[src/rtl/mskreg_bt_pkg.sv]
// mskreg_bt_pkg: shared types and helpers for the masked borrowed-time register pipeline
package mskreg_bt_pkg;

    typedef enum logic [1:0] {IDLE, SWEEP, DONE} state_t;

    function automatic int share_idx(input int b, input int s, input int d);
        return b * d + s;
    endfunction

    function automatic int clog2(input int n);
        return (n <= 1) ? 1 : $clog2(n);
    endfunction

endpackage

[src/rtl/mskreg_bt_stage.sv]
// mskreg_bt_stage: one masked pipeline slot with a clear that refreshes share 0 from rnd
module mskreg_bt_stage
    import mskreg_bt_pkg::*;
#(
    parameter int d          = 2,
    parameter int count      = 8,
    parameter int ZERO_UPPER = 0
) (
    input  logic               clk,
    input  logic               rst,
    input  logic               load,
    input  logic               clr,
    input  logic [count*d-1:0] in,
    input  logic [count-1:0]   rnd,
    output logic [count*d-1:0] out,
    input  logic               vin,
    output logic               vout
);

    logic [count*d-1:0] cleared;

    // share 0 of every bit takes fresh randomness; upper shares hold or zero
    always_comb begin
        cleared = out;
        for (int i = 0; i < count; i++) begin
            cleared[share_idx(i, 0, d)] = rnd[i];
            for (int s = 1; s < d; s++)
                if (ZERO_UPPER != 0) cleared[share_idx(i, s, d)] = 1'b0;
        end
    end

    // clear wins over load so a sweep never lets data slip through
    always_ff @(posedge clk or posedge rst)
        if (rst) begin
            out  <= '0;
            vout <= 1'b0;
        end else if (clr) begin
            out  <= cleared;
            vout <= 1'b0;
        end else if (load) begin
            out  <= in;
            vout <= vin;
        end

endmodule

[src/rtl/mskreg_bt_pipe.sv]
// mskreg_bt_pipe: DEPTH-stage masked register pipeline with a one-stage-per-cycle clear sweep
module mskreg_bt_pipe
    import mskreg_bt_pkg::*;
#(
    parameter int d          = 2,
    parameter int count      = 8,
    parameter int DEPTH      = 4,
    parameter int ZERO_UPPER = 0
) (
    input  logic               clk,
    input  logic               rst,
    input  logic               en,
    input  logic               in_valid,
    output logic               in_ready,
    input  logic [count*d-1:0] in,
    input  logic [count-1:0]   rnd,
    input  logic               clear_req,
    output logic               clear_busy,
    output logic               clear_done,
    output logic [count*d-1:0] out,
    output logic               out_valid
);

    localparam int W  = count * d;
    localparam int IW = clog2(DEPTH);

    state_t          state;
    logic [IW-1:0]   idx;
    logic [W-1:0]    din  [DEPTH];
    logic [W-1:0]    data [DEPTH];
    logic [DEPTH-1:0] vin;
    logic [DEPTH-1:0] v;

    assign in_ready  = en & (state == IDLE) & ~clear_req;
    assign out       = data[DEPTH-1];
    assign out_valid = v[DEPTH-1];

    for (genvar k = 0; k < DEPTH; k++) begin : g_stage
        if (k == 0) begin : g_head
            assign din[k] = in;
            assign vin[k] = in_valid;
        end else begin : g_body
            assign din[k] = data[k-1];
            assign vin[k] = v[k-1];
        end
        mskreg_bt_stage #(
            .d(d),
            .count(count),
            .ZERO_UPPER(ZERO_UPPER)
        ) u_stage (
            .clk(clk),
            .rst(rst),
            .load(in_ready),
            .clr((state == SWEEP) && (idx == IW'(k))),
            .in(din[k]),
            .rnd(rnd),
            .out(data[k]),
            .vin(vin[k]),
            .vout(v[k])
        );
    end

    // sweep sequencer: IDLE -> SWEEP over every stage -> one DONE cycle -> IDLE
    always_ff @(posedge clk or posedge rst)
        if (rst) begin
            state      <= IDLE;
            idx        <= '0;
            clear_busy <= 1'b0;
            clear_done <= 1'b0;
        end else begin
            case (state)
                IDLE:
                    if (clear_req) begin
                        state      <= SWEEP;
                        idx        <= '0;
                        clear_busy <= 1'b1;
                    end
                SWEEP:
                    if (idx == IW'(DEPTH - 1)) begin
                        state      <= DONE;
                        idx        <= '0;
                        clear_busy <= 1'b0;
                        clear_done <= 1'b1;
                    end else begin
                        idx <= idx + IW'(1);
                    end
                DONE: begin
                    state      <= IDLE;
                    clear_done <= 1'b0;
                end
                default: begin
                    state      <= IDLE;
                    idx        <= '0;
                    clear_busy <= 1'b0;
                    clear_done <= 1'b0;
                end
            endcase
        end

endmodule

[config.mk]
export PLATFORM = sky130hd
export DESIGN_NAME = mskreg_bt_pipe
export DESIGN_NICKNAME = d
export VERILOG_FILES = /design/src/rtl/mskreg_bt_pkg.sv /design/src/rtl/mskreg_bt_stage.sv /design/src/rtl/mskreg_bt_pipe.sv
export SDC_FILE = /design/constraint.sdc
export NUM_CORES = 1
export LEC_CHECK = 0
export BUFFER_PORTS_ARGS = -buffer_cell sky130_fd_sc_hd__buf_4
export CORE_ASPECT_RATIO = 1.75
export CORE_MARGIN = 2
export CORE_UTILIZATION = 35
export DETAILED_ROUTE_END_ITERATION = 10
export SLEW_MARGIN = 10
export SYNTH_ARGS = -nofsm -noshare
export SYNTH_HDL_FRONTEND = slang
export SYNTH_HIERARCHICAL = 1
export SYNTH_SLANG_ARGS = --single-unit
[constraint.sdc]
create_clock -name clk -period 6.07 [get_ports clk]
set_input_delay 0.3035 -clock clk [delete_from_list [all_inputs] [get_ports clk]]
set_output_delay 0.3035 -clock clk [all_outputs]
set_load 0.01 [all_outputs]
== After elaboration in Yosys (flattened, before gate mapping) ==
Cells that the tools add are included.

* Flip-flop bits (word level): 74
* Input port bits: 29
* Word-level logic and storage cells: 78

* Bitwise gates (word level): 9
* Reductions and logical operators: 18
* Multiplexer cells: 27
* Add/subtract/negate cells: 1
* Equality and inequality tests: 7

{| class="wikitable"
|+ Operators by type and width
! kind !! number
|-
| $mux 15 || 8
|-
| $reduce_and 2->1 || 7
|-
| $mux 1 || 11
|-
| $mux 2 || 4
|-
| $reduce_bool 2->1 || 4
|-
| $not 1->1 || 7
|-
| $eq 2x2->1 const B || 3
|-
| $pmux 2 s3 || 1
|-
| $eq 2x1->1 const B || 2
|-
| $logic_and 1x1->1 || 4
|-
| $logic_not 2->1 || 2
|-
| $pmux 2 s2 || 1
|-
| $pmux 1 s3 || 1
|-
| $reduce_and 3->1 || 1
|-
| $add 2x1->2 const B || 1
|-
| $and 1x1->1 || 2
|-
| $ne 2x1->1 const B || 1
|-
| $ne 2x2->1 const B || 1
|-
| $pmux 1 s2 || 1
|}

== Longest topological paths before layout ==
* Depth after elaboration: 5
* Gate-level depth with buffers: 7
* Mapped depth without buffers: 5

== By module ==
Netlist, hierarchy kept.

{| class="wikitable"
|+ By module, submodules not included
! module !! cells an instance !! times used !! area each (um^2)
|-
| mskreg_bt_stage || 57 || 4 || 762.0
|-
| mskreg_bt_pipe || 34 || 1 || 342.8
|}

== Worst setup path before layout ==
Ideal clock, no wire load.

* Path type: flip-flop to flip-flop
* Start: register state[0]
* End: register g_stage[0].u_stage.out[11]
* Period minus slack after synthesis: 2.487 ns
* Cell stages (with the launch flop): 6
* Buffers on the path: 2
* Data arrival time: 2.362 ns
* Library setup time: 0.125 ns
* Slack: 3.583 ns
* Path through: dfrtp_1 nor4b_1 buf_6 nor2b_4 buf_6 mux2_4

* Word-level cells in the longest chain between the ends: 4
* Elaborated cells between the ends (all ways): 7
* Classes of those cells: eq/ne: 1; bitwise: 3; reduce/logical: 3

{| class="wikitable"
|+ Ends and longest elaborated chain
! what !! line !! RTL
|-
| start: declaration || mskreg_bt_pipe.sv:27 || <nowiki>state_t state;</nowiki>
|-
| start signal: assignment || mskreg_bt_pipe.sv:66 || <nowiki>state <= IDLE;</nowiki>
|-
| start signal: assignment || mskreg_bt_pipe.sv:74 || <nowiki>state <= SWEEP;</nowiki>
|-
| start signal: assignment || mskreg_bt_pipe.sv:80 || <nowiki>state <= DONE;</nowiki>
|-
| $logic_not 2->1 || mskreg_bt_pipe.sv:34 || <nowiki>assign in_ready = en & (state == IDLE) & ~clear_req;</nowiki>
|-
| $and 1x1->1 (2 in a row) || mskreg_bt_pipe.sv:34 ||
|-
| via in_ready || mskreg_bt_pipe.sv:14 || <nowiki>output logic in_ready,</nowiki>
|-
| $reduce_and 2->1 (no source line) || - ||
|-
| end signal: assignment || mskreg_bt_stage.sv:38 || <nowiki>out <= cleared;</nowiki>
|-
| end signal: assignment || mskreg_bt_stage.sv:41 || <nowiki>out <= in;</nowiki>
|-
| end: declaration || mskreg_bt_stage.sv:15 || <nowiki>output logic [count*d-1:0] out,</nowiki>
|}

The timed path passes the listed nets, and every way through them passes these cells.
A chain may end at the register's enable or synchronous reset.

== Worst setup path in the final report ==
* Start: register state[0]
* End: register g_stage[3].u_stage.out[15]

* Word-level cells in the longest chain between the ends: 4
* Elaborated cells between the ends (all ways): 7
* Classes of those cells: eq/ne: 1; bitwise: 3; reduce/logical: 3

{| class="wikitable"
|+ Ends and longest elaborated chain
! what !! line
|-
| $logic_not 2->1 / $eq 2x1->1 (equally long branches) || mskreg_bt_pipe.sv:34, mskreg_bt_pipe.sv:54
|-
| $and 1x1->1 / $logic_and 1x1->1 (equally long branches) || mskreg_bt_pipe.sv:34, mskreg_bt_pipe.sv:54
|-
| $and 1x1->1 / $not 1->1 (equally long branches) || -
|-
| $reduce_and 2->1 (no source line) * || -
|-
| end signal: assignment || mskreg_bt_stage.sv:38
|-
| end signal: assignment || mskreg_bt_stage.sv:41
|-
| end: declaration || mskreg_bt_stage.sv:15
|}

Every way passes the cells marked *; elsewhere a longest branch is shown, timed or not.

==> flow_summary_export.csv <==
group,metric,value,unit
synthesis,synth.most_common_cell,"dfrtp_1",
sta,hold_violations,0,
finish,layout-drive-gt1-share,33.0,%
cts,cts-htree-levels,3,
worst_setup_path,crit_start,"state[0]",
worst_setup_path,r2r_cells,4,
finish,multiInputGateArea,0.00138,mm2
floorplan,initial_core_util,35.8,%
synthesis,seq_area_frac_synth,54.6,%
synthesis,synth_xor_area_share,0,%
worst_setup_path,worst-r2r-setup-slack,3.77,ns
cts,cts_tree,"done",
drt,drtAntennaViolNets,0,
placed_design,dp_hpwl,4790,um
floorplan,fp-row-count,47,
synthesis,yosys_warnings,6,
worst_setup_path,required,6.28,ns
synthesis,synthMuxAreaShare,25.1,%
synthesis,postSynth.asyncResetShare,100,%
drt,drc,0,
cts,cts_hold_buf,1,
sta,slew_headroom,47.6,%
global_route,grt_pass1_vias,2086,
run_status,status,"complete, no violations",
cts,numCtsBuffers,9,
power,p_total,2.03,mW
sta,fmax,0.435,GHz
cts,clock_tree.buffer_depth,2,
power,switchingPower,0.629,mW
drt,dr.first_iter.drc_count,103,
finish,finalNetCount,341,
finish,syn_to_final_growth,20.6,%
sta,tightest_slew,0.785,ns
cts,clk_pin_slew,0.06,ns
worst_setup_path,cpMaxStageDelayCell,"buf_4",
worst_setup_path,crit_path_max_incr_delay,0.58,ns
synthesis,synth_top_area_cell,"dfrtp_1",
global_route,grt_pass1_wl,10900,um
synthesis,synthTopCellsByArea,"dfrtp_1 (55%), mux2_4 (14%), mux2i_1 (11%), o21ai_0 (4.9%), nand2_1 (3.8%)",
sta,min_period,2.30,ns
power,p_int,1.41,mW
power,p_comb_share,32.2,%
power,p_seq_share,42.1,%
synthesis,synth_fp_nets,295,
synthesis,ys_top_cells_by_count,"dfrtp_1 (74), mux2i_1 (37), nand2_1 (34)",
sta,clock_skew,0.00761,ns
global_route,gr-total-overflow,0,
floorplan,io_pins,49,
job,drv_cap,0,
sta,rsz0062_at_grt,"false",
worst_setup_path,arrival,2.51,ns
power,p_per_area,498,mW/mm2
drt,drt_wl_total,6730,um
synthesis,synth-compound-area-share,5.46,%
worst_setup_path,start_kind,"flop",
finish,antenna_cells,0,
worst_setup_path,worstSetupEndpoint,"g_stage[3].u_stage/out[15]",
drt,wl_per_cell,15.5,um
global_route,grt_max_degree,42,
worst_setup_path,r2r_start,"state[0]",
synthesis,synthAdderAreaFrac,1.48,%
worst_setup_path,critPathKind,"reg2reg",
global_route,antenna_found_initial,0,
synthesis,avgSynthCellArea,12.9,um2
floorplan,die_w,78.4,um
cts,root_buffer,"clkbuf_16",
floorplan,dieArea,0.0105,mm2
sta,fin_setup_tns,0,ns
synthesis,syn_inst,262,
synthesis,synth_top_cell_area_share,54.6,%
worst_setup_path,cp_max_fo,41,
sta,fin_ws,3.77,ns
floorplan,core,0.00947,mm2
finish,fillCellCount,868,
power,clkPwrFrac,25.7,%
worst_setup_path,end_kind,"flop",
sta,fin_crit_sh,37.9,%
drt,dr.pass1.iters,4,
worst_setup_path,r2r-end,"g_stage[3].u_stage/out[15]",
placed_design,preCtsSetupSlack,3.79,ns
synthesis,synth_cell_types,18,
power,ir_drop,0.196,mV
synthesis,synthSimpleGateAreaFrac,8.34,%
worst_hold_path,hold_class,"in2reg",
sta,setup_violations,0,
cts,cts_sinks,74,
synthesis,synth_top_family_by_area,"multiplexers",
synthesis,synth-seq-cells,74,
power,leakagePower,1.84,nW
drt,routed_via_density,4.70,
finish,regArea,0.00185,mm2
synthesis,syn_area,0.00339,mm2
drt,vias,2038,
cts,cts_setup_buffers,0,
floorplan,die_height,134,um
synthesis,synth_edf_count,0,
placed_design,place_congestion,0.765,
cts,clk_latency,0.33,ns
power,sw_frac_of_total,30.9,%
placed_design,portBuffers,48,
global_route,grt_usage,13.8,%
sta,slew_violations,0,
synthesis,synth_flop_cell,"dfrtp_1",
cts,ctsResizeCount,0,
worst_setup_path,path_cells,"nor4b_2 -> buf_4 -> nor2b_4 -> mux2_4",
-- flip-flops by register name, summed over array words and instances, names as in the netlist --
register and cells:
g_stage.u_stage/out 64, g_stage.u_stage/vout 4, idx 2, state 2, clear_busy 1, clear_done 1
-- worst max-delay path: cells and delay by family, from the launching register on --
family                 cells  cell delay [ns]
muxes                      1             0.34
buffers and inverters      1             0.58
DFF                        1             0.46
and+or+nand+nor            2             0.78
-- area by class of cell --
cell class              count  share of cell area [%]
flip-flops and latches     74                    45.3
multi-input cells         164                    33.6
repair buffers             51                    9.42
clock buffers              11                    5.94
well taps                 122                    3.73
clock inverters             4                    1.25
inverters                   8                   0.734
-- cell usage in the layout, fill, tap and decap left out, drive strengths merged --
cell type,Yosys,routed
clkinvlp,0,1
buf,16,50
ha,4,4
dlygate4sd3,0,1
nand2,34,34
nor4b,1,1
and2,5,5
dfrtp,74,74
inv,8,9
clkinv,0,1
clkbuf,0,11
nand3,1,1
mux2,32,32
nor2b,6,6
nor2,8,8
o21ai,33,33
bufinv,0,1
a21oi,1,1
mux2i,37,37
o31ai,2,2
-- layer usage --
layer | track usage, % | vias to the layer above | share of wire [%]
met3 | 3.97 | 9 | 3.9
met5 | 0 | - | 0
met2 | 22.7 | 41 | 53
met1 | 16.1 | 1010 | 41
li1 | - | 978 | -
met4 | 7.02 | 0 | 2.1
-- how the worst min path moves through the flow --
stage          startpoint                         to  cells after the start
2_1_floorplan         rst                 clear_busy                      1
3_3_place_gp          rst                 clear_done                      2
3_5_place_dp          rst                 clear_done                      2
4_1_cts             in[7]  g_stage[0].u_stage/out[7]                      2
5_1_grt             in[7]  g_stage[0].u_stage/out[7]                      2
6_report            in[7]  g_stage[0].u_stage/out[7]                      2
-- per-stage QoR --
stage / util [%] / hold slack, ns / std cells / cell area, um2
finish: 43.2 / 0.200 / 434 / 4090
global route: 43.2 / 0.196 / 434 / 4090
CTS: 43.2 / 0.186 / 434 / 4090
detailed placement: 40.0 / 0.274 / 418 / 3780
global placement: 40.0 / 0.265 / 418 / 3780
floorplan: - / 0.0945 / 262 / 3390
-- cells by family after synthesis --
logic type,count (synthesis)
flip-flops,74
multiplexers,69
AND/OR/NAND/NOR,55
AO/OA/AOI/OAI,36
buffers and inverters,24
adder cells (fa/ha/maj),4
-- power by group through the flow --
stage	clock network [mW]	logic, mW	registers [mW]
finish	0.523	0.655	0.857
floorplan	0	0.488	0.847
detailed placement	0	0.661	0.865
global placement	0	0.638	0.859
global route	0.557	0.724	0.885
CTS	0.538	0.664	0.860
No activity file was read; power rests on OpenSTA's default activity.
